File: src/rtl/ov5640_pkg.sv
// Shared types and constants for the OV5640 SCCB command path.
// Holds the arbiter FSM encoding, default bus widths and requester IDs.
package ov5640_pkg;

  typedef enum logic [1:0] {
    StIdle  = 2'd0,
    StIssue = 2'd1,
    StWait  = 2'd2,
    StGap   = 2'd3
  } sccb_arb_state_e;

  localparam int unsigned DefAddrW = 16;
  localparam int unsigned DefDataW = 8;

  localparam logic REQ_CFG = 1'b0;  // power-up register-table walker
  localparam logic REQ_RT  = 1'b1;  // runtime tuning logic

endpackage

File: src/rtl/ov5640_sccb_arb.sv
// Two-requester round-robin arbiter/sequencer in front of the OV5640 SCCB write master.
// Optional WAIT-state abort is enabled by defining SCCB_ARB_TIMEOUT_EN.
module ov5640_sccb_arb
  import ov5640_pkg::*;
#(
  parameter int unsigned ADDR_W      = DefAddrW,
  parameter int unsigned DATA_W      = DefDataW,
  parameter int unsigned GAP_CYC     = 4,
  parameter int unsigned TIMEOUT_CYC = 2000
) (
  input  logic              sclk,
  input  logic              s_rst_n,
  input  logic              sccb_begin,
  input  logic              req0_valid,
  input  logic [ADDR_W-1:0] req0_addr,
  input  logic [DATA_W-1:0] req0_data,
  output logic              req0_ready,
  input  logic              req1_valid,
  input  logic [ADDR_W-1:0] req1_addr,
  input  logic [DATA_W-1:0] req1_data,
  output logic              req1_ready,
  output logic              resp_done,
  output logic              resp_id,
  output logic              resp_err,
  output logic              m_start,
  output logic [ADDR_W-1:0] m_addr,
  output logic [DATA_W-1:0] m_data,
  input  logic              m_done,
  input  logic              m_nack,
  output logic              busy,
  output logic              err_sticky
);

  localparam logic [7:0] GapLoad = 8'(GAP_CYC - 1);

  sccb_arb_state_e   state_q, state_d;
  logic              rr_ptr_q;
  logic              owner_q;
  logic [ADDR_W-1:0] m_addr_q;
  logic [DATA_W-1:0] m_data_q;
  logic [7:0]        gap_cnt_q;
  logic              err_q;

  logic grant;
  logic accept;
  logic timeout_hit;
  logic resp_fire;
  logic resp_err_c;

  // With both valid, rr_ptr picks; otherwise whichever is valid wins.
  assign grant  = req1_valid & (~req0_valid | rr_ptr_q);
  assign accept = (state_q == StIdle) & sccb_begin & (grant ? req1_valid : req0_valid);

`ifdef SCCB_ARB_TIMEOUT_EN
  localparam int unsigned ToW = $clog2(TIMEOUT_CYC + 1);
  localparam logic [ToW-1:0] ToLast = ToW'(TIMEOUT_CYC - 1);

  logic [ToW-1:0] to_cnt_q;

  always_ff @(posedge sclk or negedge s_rst_n) begin
    if (!s_rst_n) begin
      to_cnt_q <= '0;
    end else if (!sccb_begin || state_q == StIssue) begin
      to_cnt_q <= '0;
    end else if (state_q == StWait) begin
      to_cnt_q <= to_cnt_q + ToW'(1);
    end
  end

  assign timeout_hit = (state_q == StWait) & (to_cnt_q == ToLast);
`else
  logic unused_timeout;
  assign unused_timeout = ^TIMEOUT_CYC;
  assign timeout_hit    = 1'b0;
`endif

  // A simultaneous m_done takes precedence over the timeout for the error flag.
  assign resp_fire  = (state_q == StWait) & sccb_begin & (m_done | timeout_hit);
  assign resp_err_c = m_done ? m_nack : 1'b1;

  always_ff @(posedge sclk or negedge s_rst_n) begin
    if (!s_rst_n) begin
      state_q <= StIdle;
    end else begin
      state_q <= state_d;
    end
  end

  always_comb begin
    state_d = state_q;
    if (!sccb_begin) begin
      state_d = StIdle;
    end else begin
      unique case (state_q)
        StIdle:  if (accept) state_d = StIssue;
        StIssue: state_d = StWait;
        StWait:  if (resp_fire) state_d = StGap;
        StGap:   if (gap_cnt_q == 8'd0) state_d = StIdle;
      endcase
    end
  end

  always_comb begin
    m_start    = (state_q == StIssue);
    busy       = (state_q != StIdle);
    // Reset gating keeps ready low while s_rst_n is asserted even if sccb_begin is high.
    req0_ready = s_rst_n & (state_q == StIdle) & sccb_begin & (grant == REQ_CFG);
    req1_ready = s_rst_n & (state_q == StIdle) & sccb_begin & (grant == REQ_RT);
    resp_done  = resp_fire;
    resp_id    = resp_fire & owner_q;
    resp_err   = resp_fire & resp_err_c;
    m_addr     = m_addr_q;
    m_data     = m_data_q;
    err_sticky = err_q;
  end

  always_ff @(posedge sclk or negedge s_rst_n) begin
    if (!s_rst_n) begin
      rr_ptr_q  <= REQ_CFG;
      owner_q   <= REQ_CFG;
      m_addr_q  <= '0;
      m_data_q  <= '0;
      gap_cnt_q <= 8'd0;
      err_q     <= 1'b0;
    end else if (!sccb_begin) begin
      rr_ptr_q  <= REQ_CFG;
      gap_cnt_q <= 8'd0;
    end else begin
      if (accept) begin
        m_addr_q <= grant ? req1_addr : req0_addr;
        m_data_q <= grant ? req1_data : req0_data;
        owner_q  <= grant;
        rr_ptr_q <= ~grant;
      end
      if (resp_fire) begin
        gap_cnt_q <= GapLoad;
        if (resp_err_c) err_q <= 1'b1;
      end else if (state_q == StGap && gap_cnt_q != 8'd0) begin
        gap_cnt_q <= gap_cnt_q - 8'd1;
      end
    end
  end

endmodule

File: config.mk
export PLATFORM = sky130hd
export DESIGN_NAME = ov5640_sccb_arb
export DESIGN_NICKNAME = d
export VERILOG_FILES = /design/src/rtl/ov5640_pkg.sv /design/src/rtl/ov5640_sccb_arb.sv
export SDC_FILE = /design/constraint.sdc
export NUM_CORES = 1
export LEC_CHECK = 0
export BUFFER_PORTS_ARGS = -buffer_cell sky130_fd_sc_hd__buf_2
export CORE_MARGIN = 2
export CORE_UTILIZATION = 50
export DETAILED_ROUTE_END_ITERATION = 16
export HOLD_SLACK_MARGIN = 0.03
export PLACE_DENSITY = 0.85
export SLEW_MARGIN = 20
export SYNTH_ARGS = -nofsm -noshare
export SYNTH_HDL_FRONTEND = slang
export SYNTH_SLANG_ARGS = --single-unit
File: constraint.sdc
create_clock -name sclk -period 2.62 [get_ports sclk]
set_clock_uncertainty 0.05 [all_clocks]
set_input_delay 0 -clock sclk [delete_from_list [all_inputs] [get_ports sclk]]
set_output_delay 0 -clock sclk [all_outputs]
set_load 0.05 [all_outputs]
# [Word-level counts from Yosys, hierarchy flattened]
# Cells that the tools add are included.
[totals] regBits=37 inputBits=55 output_inout_bits=32 wordCells=52
[op_classes] add_sub_neg=1 n_eq_ne=8 mux=14 bitwise_logic=14 n_reduce_logical=8
[ops] operator="8-bit two-way mux" n=4
[ops] operator="16-bit two-way mux" n=1
[ops] operator="1-bit bitwise AND" n=11
[ops] operator="3-bit inequality test, second input constant" n=3
[ops] operator="8-bit logical NOT" n=1
[ops] operator="2-bit two-way mux" n=4
[ops] operator="2-bit one-hot mux with 4 select lines" n=1
[ops] operator="8-bit nonzero test" n=1
[ops] operator="8-bit by 1-bit subtractor with 8-bit output, second input constant" n=1
[ops] operator="3-bit AND reduction" n=2
[ops] operator="2-bit equality test, second input constant" n=2
[ops] operator="1-bit two-way mux" n=4
[ops] operator="3-bit by 1-bit inequality test with 1-bit output, second input constant" n=1
[ops] operator="2-bit by 1-bit equality test with 1-bit output, second input constant" n=1
[ops] operator="2-bit logical NOT" n=1
[ops] operator="2-bit by 1-bit inequality test with 1-bit output, second input constant" n=1
[ops] operator="1-bit inverter" n=2
[ops] operator="2-bit AND reduction" n=1
[ops] operator="2-bit nonzero test" n=1
[ops] operator="1-bit logical AND" n=1
[ops] operator="1-bit OR" n=1

# [Logic depth before layout (Yosys ltp)]
# Gate-level depths: netlist of the first run.
[logic_depth] word_depth=8 ltp_mapped=8 depth_no_buf=6

# [Worst setup path before layout of the first run]
# OpenSTA, ideal clock, no wires.
[synth_path] path_type="reg2reg" startpoint="register state_q[0]" endpoint="register err_q, in the netlist err_sticky" setup_time_ps=65 arrival_time_ps=2205 required_ps=2505 setup_slack_ps=300 path_stages_with_launch=7 path_buffers=0 synth_period_minus_slack_ps=2320 cell_sequence="dfrtp_1 -> inv_1 -> ha_1 -> nand2_1 -> nor2_1 -> and2_1 -> or2_2"
[synth_between] elab_chain_cells=4
[synth_lines] item="from (decl)" line="ov5640_sccb_arb.sv:36" text="sccb_arb_state_e state_q, state_d;"
[synth_lines] item="from (signal assigned)" line="ov5640_sccb_arb.sv:83" text="state_q <= StIdle;"
[synth_lines] item="from (signal assigned)" line="ov5640_sccb_arb.sv:85" text="state_q <= state_d;"
[synth_lines] item="2-bit equality test" line="ov5640_sccb_arb.sv:78" text="assign resp_fire = (state_q == StWait) & sccb_begin & (m_done | timeout_hit);"
[synth_lines] item="1-bit bitwise AND (2 in series)" line="ov5640_sccb_arb.sv:78"
[synth_lines] item="net resp_done" line="ov5640_sccb_arb.sv:22" text="output logic resp_done,"
[synth_lines] item="3-bit AND reduction (no line)"
[synth_lines] item="to (signal assigned)" line="ov5640_sccb_arb.sv:124" text="err_q <= 1'b0;"
[synth_lines] item="to (signal assigned)" line="ov5640_sccb_arb.sv:137" text="if (resp_err_c) err_q <= 1'b1;"
[synth_lines] item="to (decl)" line="ov5640_sccb_arb.sv:42" text="logic err_q;"
# The timed path passes the listed nets, and every way through them passes these cells.
# A chain may end at the register's enable or synchronous reset.

# [Worst setup path after layout of the first run]
[layout_path] startpoint="register rr_ptr_q" endpoint="register m_data_q[6], in the netlist m_data[6]"
[layout_between] elab_chain_cells=5 word_cells_on_any_way=6 cone_classes="mux: 2; bitwise: 3; reduce/logical: 1"
[layout_lines] item="from (decl)" line="ov5640_sccb_arb.sv:37" text="logic rr_ptr_q;"
[layout_lines] item="from (signal assigned)" line="ov5640_sccb_arb.sv:133" text="rr_ptr_q <= ~grant;"
[layout_lines] item="1-bit OR (*)" line="ov5640_sccb_arb.sv:51" text="assign grant = req1_valid & (~req0_valid | rr_ptr_q);"
[layout_lines] item="1-bit bitwise AND (*)" line="ov5640_sccb_arb.sv:51"
[layout_lines] item="1-bit two-way mux" line="ov5640_sccb_arb.sv:52" text="assign accept = (state_q == StIdle) & sccb_begin & (grant ? req1_valid : req0_valid);"
[layout_lines] item="1-bit bitwise AND" line="ov5640_sccb_arb.sv:52"
[layout_lines] item="2-bit AND reduction (no line)"
[layout_lines] item="to (signal assigned)" line="ov5640_sccb_arb.sv:131" text="m_data_q <= grant ? req1_data : req0_data;"
[layout_lines] item="to (decl)" line="ov5640_sccb_arb.sv:40" text="logic [DATA_W-1:0] m_data_q;"
# Mark *: on every way between the ends. The rest lies on a longest branch, timed or not.

==> run_results.csv, run 1 <==
group,metric,value,unit
floorplan,num_rows,22,
worst_setup_path,cp.arrival,2.46,ns
synth,synthesis.nets,252,
pwr,leakage,1.592,nW
run,cap_violations,0,
synth,yosysUniqueCellTypes,33,
clocking,htreeDepth,2,
synth,yosys_register_bits,37,
worst_setup_path,path_cells,"o21ai_4 > buf_4 > mux2i_1 > dlygate4sd3_1 > o21ai_0",
placed_design,dp_hpwl,3256,um
worst_setup_path,worstSetupStartpointType,"flop",
global_routing,antenna_found_initial,0,
detailed_routing,vias,2087,
floorplan,coreArea,3633,um2
global_routing,grt_pass1_wl,10650,um
synth,yosysWarnings,0,
pwr,intPower,1.394,mW
finish,syn2layout_area_growth,58.76,%
finish,diodes,0,
clocking,path_clk_slew,0.07,ns
detailed_routing,viasPerCell,5.521,
clocking,cts_root_buffer,"clkbuf_8",
floorplan,ios,87,
detailed_routing,wl_per_cell,18.02,um
detailed_routing,drt_iter0_markers,204,
worst_setup_path,end_kind,"flop",
finish,fin_nets,390,
detailed_routing,wirelength,6812,um
sta,slew_headroom,0.6834,
pwr,total_power,2.851,mW
global_routing,grt_max_degree,53,
worst_setup_path,crit_buf_inv,2,
finish,num-fill-cells,187,
synth,syn_area_per_cell,9.865,um2
synth,postSynthCellCount,191,
detailed_routing,drt_first_pass_iters,6,
pwr,switching_share,0.5111,
detailed_routing,drcViolationCount,0,
synth,synth_top_area_cell,"dfrtp_1",
sta,period_needed,2.390,ns
worst_setup_path,r2r_slack,0.23,ns
synth,ys.flop_type,"dfrtp_1",
pwr,seqPwrFrac,0.322,
placed_design,gp_congestion,0.7995,
detailed_routing,ant_nets,0,
synth,synth-seq-area-share,0.4914,
pwr,powerDensity,953.1,nW/um2
worst_setup_path,cp_data_required_time,2.70,ns
worst_setup_path,critPathMaxFanout,17,
sta,period_share,0.9121,
sta,worst_pin_slew,0.4749,ns
global_routing,grt_use_total,0.3408,
synth,async_flop_share,1.000,
pwr,max-vdd-ir-drop,0.0006856,V
worst_setup_path,cp_slowest_stage_delay,0.60,ns
status,outcome,"complete, no violations",
pwr,clkPwrFrac,0.160,
clocking,cts_buffer_depth,2,
pwr,switching_power,1.457,mW
placed_design,place_ws,0.7826,ns
clocking,post_cts_resized,0,
synth,yosys-top-cells-area,"dfrtp_1, mux2i_1, nand2_1, o21ai_0, ha_1",
floorplan,start_util,0.5186,
synth,yosysMostFrequentCell,"dfrtp_1",
synth,syn-cell-area,1884,um2
clocking,cts_tree,"yes",
sta,timing.final.ws_setup,0.2302,ns
floorplan,die_h,65.39,um
clocking,clock_sink_count,37,
sta,setup-violations-final,0,
floorplan,die_area,4276,um2
sta,finalMaxSlewViolations,0,
synth,synth_top_area_frac,0.4914,
sta,tns,0,ns
sta,rsz0062_at_grt,"no",
worst_setup_path,crit_slowest_cell,"dlygate4sd3_1",
finish,drive_gt1_frac,0.3091,
synth,synth_common_cells,"dfrtp_1, nand2_1, mux2i_1",
global_routing,grt_pass1_vias,2162,
synth,synth_edf_count,0,
clocking,cts_buffers,5,
sta,hold_viol,0,
worst_hold_path,hold_path_class,"input pin to flop",
placed_design,io_buffers,86,
pwr,p_comb_frac,0.518,
floorplan,fp.dieW,65.39,um
clocking,worstSkewPairLatency,0.29,ns
worst_setup_path,cp_top_family,"buffers and inverters",
sta,fmax,418.5,MHz
global_routing,grt-ovfl-total,0,
worst_setup_path,critical_path_class,"flop to flop",
==> per-layer routing <==
layer	GRT usage	wire [um]
met1	0.4228	2683
met2	0.5446	3218
met3	0.09932	622
met4	0.1667	287
met5	0	0
==> cell families (layout without fill, tap and decap cells) <==
group | after synthesis | after routing | synth area share
buffers and inverters | 19 | 158 | 0.04050
AO/OA/AOI/OAI | 44 | 44 | 0.1441
adder cells (fa/ha/maj) | 6 | 6 | 0.03984
XOR/XNOR | 5 | 5 | 0.02324
multiplexers | 24 | 24 | 0.1275
AND/OR/NAND/NOR | 56 | 56 | 0.1335
flip-flops | 37 | 37 | 0.4914
==> placed cells by master, fill, tap and decap left out, types with 4 or more instances in the layout <==
master,instances
clkbuf_8,7
nand3_1,5
dlygate4sd3_1,52
mux2i_1,24
o21ai_0,17
inv_1,8
dfrtp_1,37
nor2_1,10
o21ai_1,12
nand2_1,28
ha_1,6
a21oi_1,4
buf_2,86
==> what timing repair did <==
item,CTS,global route
setup endpoints to repair,0,0
setup buffers,0,0
hold buffers,52,0
endpoints found under the hold margin,68,0
==> sequential cells by signal (all words and copies together) (netlist names) <==
| signal | count |
|---|---|
| err_sticky | 1 |
| gap_cnt_q | 8 |
| m_addr | 16 |
| m_data | 8 |
| owner_q | 1 |
| rr_ptr_q | 1 |
| state_q | 2 |
==> path summary, 6_finish.rpt <==
kind | startpoint | endpoint | depth (start not counted)
worst max register to register | rr_ptr_q | m_data[6] | 5
min in group asynchronous | s_rst_n | m_addr[8] | 3
max in group asynchronous | s_rst_n | err_sticky | 3
worst min-delay path | req1_valid | owner_q | 3
worst max-delay path | rr_ptr_q | m_data[6] | 5
worst min register to register | err_sticky | err_sticky | 1
==> power groups by stage <==
stage,Sequential (mW),Clock (mW),Combinational (mW)
floorplan,1.48,0,0.374
global placement,0.888,0,1.28
detailed placement,0.882,0,1.32
CTS,0.881,0.462,1.39
global route,0.931,0.487,1.54
finish,0.919,0.457,1.48
==> cell type report <==
class / instances / area (um2) / area share
clock buffer: 7 / 96.34 / 0.03220
clock inverter: 1 / 8.758 / 0.002928
inverter: 9 / 33.78 / 0.01129
multi-input combinational: 135 / 893.4 / 0.2986
sequential: 37 / 925.9 / 0.3095
tap: 48 / 60.06 / 0.02008
timing repair buffer: 141 / 973.4 / 0.3254
==> per-stage QoR <==
| step | hold slack, ns | utilization | area, um2 | instances |
|---|---|---|---|---|
| after floorplan | -0.3456 | - | 1884 | 191 |
| after global placement | 0.05272 | 0.6512 | 2366 | 318 |
| after detailed placement | 0.04800 | 0.6512 | 2366 | 318 |
| after CTS | 0.07871 | 0.8233 | 2992 | 378 |
| after global routing | 0.1015 | 0.8233 | 2992 | 378 |
| final | 0.08867 | 0.8233 | 2992 | 378 |
==> worst reg2reg max path: stages, from the launching register on <==
cell           delay, ns
dfrtp_1             0.42
o21ai_4             0.38
buf_4               0.38
mux2i_1             0.24
dlygate4sd3_1       0.60
o21ai_0             0.14
(Power assumes the default switching activity.)
==> run 2, diff against run 1 <==
Settings changed: HOLD_SLACK_MARGIN 0.03 to default.
Clock period 2.62 ns to 2.8 ns, I/O delays scaled along.
==> run 2 against run 1 <==
Net effect: routed wire length increased by 1.1%; sequential power down 6.7%; setup slack gained 0.18 ns; core utilization about the same; maximum frequency about the same; die area did not move; non-clock buffer count decreased by 1; count of clock-buffer cells in the layout stayed put; sequential cell count unchanged; register-to-register slack improved by 0.18 ns; via count is 0.62% lower; design area about the same; largest cell class unchanged.
==> run_results.csv, run 2 (synthesis gave the netlist of run 1 again) <==
group,metric,value,unit
placed_design,gp_congestion,0.7877,
detailed_routing,drt_first_pass_iters,6,
pwr,switching_power,1.358,mW
sta,tns,0,ns
placed_design,dp_hpwl,3137,um
run,cap_violations,0,
pwr,seqPwrFrac,0.314,
worst_hold_path,hold_path_class,"input pin to flop",
sta,finalMaxSlewViolations,0,
floorplan,coreArea,3633,um2
detailed_routing,drt_iter0_markers,188,
clocking,path_clk_slew,0.08,ns
pwr,clkPwrFrac,0.182,
finish,syn2layout_area_growth,58.83,%
placed_design,io_buffers,86,
floorplan,ios,87,
worst_setup_path,cp_data_required_time,2.90,ns
global_routing,antenna_found_initial,0,
sta,period_needed,2.389,ns
floorplan,die_h,65.39,um
pwr,intPower,1.367,mW
detailed_routing,vias,2074,
floorplan,num_rows,22,
detailed_routing,viasPerCell,5.501,
detailed_routing,wirelength,6885,um
worst_setup_path,end_kind,"flop",
pwr,total_power,2.726,mW
finish,fin_nets,389,
finish,num-fill-cells,195,
worst_hold_path,hp-start,"m_done",
worst_setup_path,cp.arrival,2.49,ns
clocking,cts_tree,"yes",
sta,setup-violations-final,0,
worst_setup_path,critPathMaxFanout,17,
worst_setup_path,crit_buf_inv,2,
sta,rsz0062_at_grt,"no",
clocking,cts_buffers,5,
worst_hold_path,whs_path_depth,3,
worst_setup_path,cp_slowest_stage_delay,0.62,ns
detailed_routing,ant_nets,0,
pwr,powerDensity,910.7,nW/um2
floorplan,fp.dieW,65.39,um
sta,slew_headroom,0.6696,
finish,post-route-cell-area,2993,um2
clocking,cts_root_buffer,"clkbuf_8",
pwr,p_comb_frac,0.504,
worst_hold_path,hold_path_end,"gap_cnt_q[0]",
floorplan,die_area,4276,um2
global_routing,grt_pass1_wl,10620,um
clocking,postCtsSetupRepairBufs,0,
worst_setup_path,cp_top_family,"buffers and inverters",
pwr,switching_share,0.4983,
clocking,htreeDepth,2,
worst_setup_path,reg2reg_depth,5,
finish,largest_reg_flops,16,
worst_setup_path,worstSetupStartpointType,"flop",
sta,period_share,0.8531,
placed_design,placedCellCount,318,
finish,diodes,0,
detailed_routing,drcViolationCount,0,
clocking,cts_buffer_depth,2,
status,outcome,"complete, no violations",
global_routing,grt_pass1_vias,2165,
global_routing,grt_use_total,0.3412,
global_routing,grt_max_degree,53,
clocking,holdBufCountCts,51,
pwr,max-vdd-ir-drop,0.0006076,V
sta,worst_pin_slew,0.4903,ns
worst_setup_path,reg2reg_from,"rr_ptr_q",
finish,drive_gt1_frac,0.3070,
finish,final_cells,377,
finish,multi_input_area,893.4,um2
finish,seqCellArea,925.9,um2
clocking,post_cts_resized,0,
worst_setup_path,critical_path_class,"flop to flop",
worst_setup_path,r2r_end,"m_addr[9]",
worst_setup_path,path_cells,"o21ai_4 > buf_4 > mux2i_1 > dlygate4sd3_1 > o21ai_0",
sta,fmax,418.6,MHz
global_routing,grt-ovfl-total,0,
finish,mostFrequentLayoutCells,"buf_2, dlygate4sd3_1, dfrtp_1",
detailed_routing,wl_per_cell,18.26,um
placed_design,place_area,2366,um2
clocking,clock_sink_count,37,
worst_setup_path,crit_slowest_cell,"dlygate4sd3_1",
finish,layout_commonest_cell,"buf_2",
worst_setup_path,r2r_slack,0.41,ns
floorplan,start_util,0.5186,
finish,final_util,0.8237,
clocking,worstSkewPairLatency,0.30,ns
sta,hold_viol,0,
pwr,leakage,1.591,nW
==> run 2: worst max-delay path by stage <==
stage | start | end | cells after the start
after floorplan | state_q[0] | err_sticky | 6
after global placement | state_q[0] | rr_ptr_q | 7
after detailed placement | state_q[0] | m_addr[9] | 7
after CTS | rr_ptr_q | m_addr[9] | 5
after global routing | rr_ptr_q | m_addr[9] | 5
final | rr_ptr_q | m_addr[9] | 5
==> run 2: per-layer routing <==
layer	wire (um)	up-vias	global-route usage
met4	187	0	0.1667
met3	679	20	0.1147
met1	2554	978	0.3857
li1	-	928	-
met5	0	-	0
met2	3464	148	0.5765
==> run 2: final cells by class <==
cell class / count / area share
Sequential cell: 37 / 0.3094
Tap cell: 48 / 0.02007
Clock inverter: 1 / 0.01003
Multi-Input combinational cell: 135 / 0.2985
Clock buffer: 7 / 0.02885
Timing Repair Buffer: 140 / 0.3219
Inverter: 9 / 0.01129
==> run 2: through the flow <==
step           hold slack, ns  setup WS, ns
6_report              0.04349        0.4112
5_1_grt               0.04991        0.3259
4_1_cts               0.01564        0.5859
3_5_place_dp          0.02103        0.9904
3_3_place_gp          0.02306         1.082
2_1_floorplan         -0.3456        0.4798
==> run 2: tightest hold or removal path, stage by stage <==
cell and delay [ns]:
buf_2 0.11, nand2_1 0.15, a21oi_1 0.10
==> run 2: power by group through the flow <==
stage	sequential, mW	clock [mW]	combinational (mW)
floorplan	1.39	0	0.350
global placement	0.832	0	1.20
detailed placement	0.826	0	1.22
CTS	0.824	0.489	1.30
global route	0.867	0.515	1.44
finish	0.857	0.496	1.37
==> run 3, diff against run 2 <==
Settings changed: CAP_MARGIN from default to 40, CORE_UTILIZATION 50 to 46, PLACE_DENSITY 0.85 to 0.79.
Clock period 2.8 ns to 2.4 ns, I/O delays scaled along.
==> run 3 against run 2 <==
Net effect: global-route usage shrank 4.7 points; power grew 9.7%; die area grew 8.1%; final cell count is the same; sequential cell count is the same; design area shrank 1.7%; register-to-register slack lost 0.13 ns; core utilization shrank 8.3 points; maximum frequency grew 13%; routed wire length shrank 10%; count of clock-buffer cells in the layout shrank 1; via count shrank 4.0%; largest power group unchanged.
==> run_results.csv, run 3 (synthesis gave the netlist of run 1 again) <==
group,metric,value,unit
clocking,cts_tree,"yes",
sta,tns,0,ns
sta,slew_headroom,0.6938,
global_routing,antenna_found_initial,0,
clocking,path_clk_slew,0.07,ns
detailed_routing,drt_iter0_markers,82,
sta,rsz0062_at_grt,"no",
detailed_routing,wirelength,6172,um
worst_setup_path,r2r_slack,0.28,ns
floorplan,fp.dieW,68,um
detailed_routing,drcViolationCount,0,
global_routing,grt_pass1_wl,9873,um
placed_design,dp_hpwl,3135,um
sta,worst_pin_slew,0.4593,ns
clocking,cts_buffers,5,
worst_hold_path,hp-start,"req1_addr[14]",
clocking,htreeDepth,2,
status,outcome,"complete, no violations",
pwr,leakage,1.570,nW
worst_setup_path,cp-startpoint,"rr_ptr_q",
run,cap_violations,0,
worst_setup_path,cp.arrival,2.21,ns
floorplan,die_area,4624,um2
sta,setup-violations-final,0,
detailed_routing,wl_per_cell,16.37,um
worst_setup_path,reg2reg_depth,5,
worst_hold_path,hold_path_end,"m_addr[14]",
finish,largest_reg_flops,16,
floorplan,ios,87,
worst_setup_path,worstSetupStartpointType,"flop",
sta,period_share,0.8830,
detailed_routing,wl_met3,420,um
sta,holdWs,0.04753,ns
pwr,powerDensity,1017,nW/um2
clocking,post_cts_resized,0,
pwr,total_power,2.991,mW
clocking,cts_buffer_depth,2,
pwr,max-vdd-ir-drop,0.0008199,V
worst_setup_path,cp_data_required_time,2.49,ns
detailed_routing,route.met2.wl,3085,um
worst_setup_path,critical_path_class,"flop to flop",
finish,diodes,0,
detailed_routing,wl_met1,2394,um
global_routing,grt-ovfl-total,0,
detailed_routing,drt_first_pass_iters,4,
clocking,clock_sink_count,37,
global_routing,grt_max_degree,53,
floorplan,start_util,0.4745,
floorplan,coreArea,3971,um2
detailed_routing,vias,1992,
worst_setup_path,end_kind,"flop",
floorplan,die_h,68,um
finish,layout_commonest_cell,"buf_2",
worst_setup_path,r2r_end,"m_addr[2]",
worst_setup_path,critPathMaxFanout,27,
worst_setup_path,reg2reg_from,"rr_ptr_q",
finish,syn2layout_area_growth,56.11,%
sta,hold_viol,0,
finish,drive_gt1_frac,0.3089,
floorplan,num_rows,23,
detailed_routing,ant_nets,0,
clocking,worstSkewPairLatency,0.29,ns
sta,finalMaxSlewViolations,0,
worst_hold_path,hold_path_class,"input pin to flop",
worst_hold_path,whs_path_depth,3,
placed_design,io_buffers,86,
global_routing,grt_pass1_vias,2055,
detailed_routing,viasPerCell,5.284,
clocking,cts_root_buffer,"clkbuf_8",
global_routing,grt_use_total,0.2939,
sta,fmax,471.9,MHz
detailed_routing,top_layer_used,"met4",
sta,period_needed,2.119,ns
finish,mostFrequentLayoutCells,"buf_2, dlygate4sd3_1, dfrtp_1",
finish,fin_nets,387,
placed_design,gp_congestion,0.9056,
[run 3: metrics by stage]
step	area, um2	utilization	cells	setup WS, ns
6_report	2942	0.7407	377	0.2807
4_1_cts	2942	0.7407	377	0.4038
3_3_place_gp	2369	0.5964	320	0.6728
2_1_floorplan	1884	-	191	0.07979
5_1_grt	2942	0.7407	377	0.1952
3_5_place_dp	2369	0.5964	320	0.5744
[run 3: worst max path at each step]
stage | slack (ns) | cells past startpoint | to
6_report | 0.28 | 5 | m_addr[2]
2_1_floorplan | 0.08 | 6 | err_sticky
3_5_place_dp | 0.57 | 7 | m_addr[4]
5_1_grt | 0.20 | 5 | m_addr[4]
3_3_place_gp | 0.67 | 7 | m_addr[10]
4_1_cts | 0.40 | 5 | m_data[2]
[run 3: power by group]
group	switching, mW	leakage [nW]	internal (mW)	total (mW)
combinational	1.16	1.05	0.416	1.58
sequential	0.146	0.472	0.837	0.982
clock	0.227	0.0450	0.201	0.428
total	1.54	1.57	1.45	2.99
[run 3: routing by layer]
layer	vias up	global-route usage
met4	0	0.1575
met2	107	0.4867
met1	926	0.3440
met3	29	0.08388
met5	-	0
li1	930	-
[run 3: repair_timing]
action | in CTS | in global routing
setup endpoints to repair | 0 | 0
hold endpoints to repair | 64 | 0
setup buffers | 0 | 0
hold buffers | 49 | 0
[run 3: worst max-delay path, stage by stage (launching register included)]
cell           delay, ns
dfrtp_1             0.42
o21ai_4             0.12
buf_4               0.40
mux2i_1             0.24
dlygate4sd3_1       0.59
o21ai_0             0.12
[run 3: area by class of cell]
type                       count  area [um2]
multi-input combinational    135       893.4
clock inverter                 2       10.01
clock buffer                   6       72.57
tap                           50       62.56
fill                         217        1030
sequential                    37       925.9
inverter                       9       33.78
timing repair buffer         138       943.4
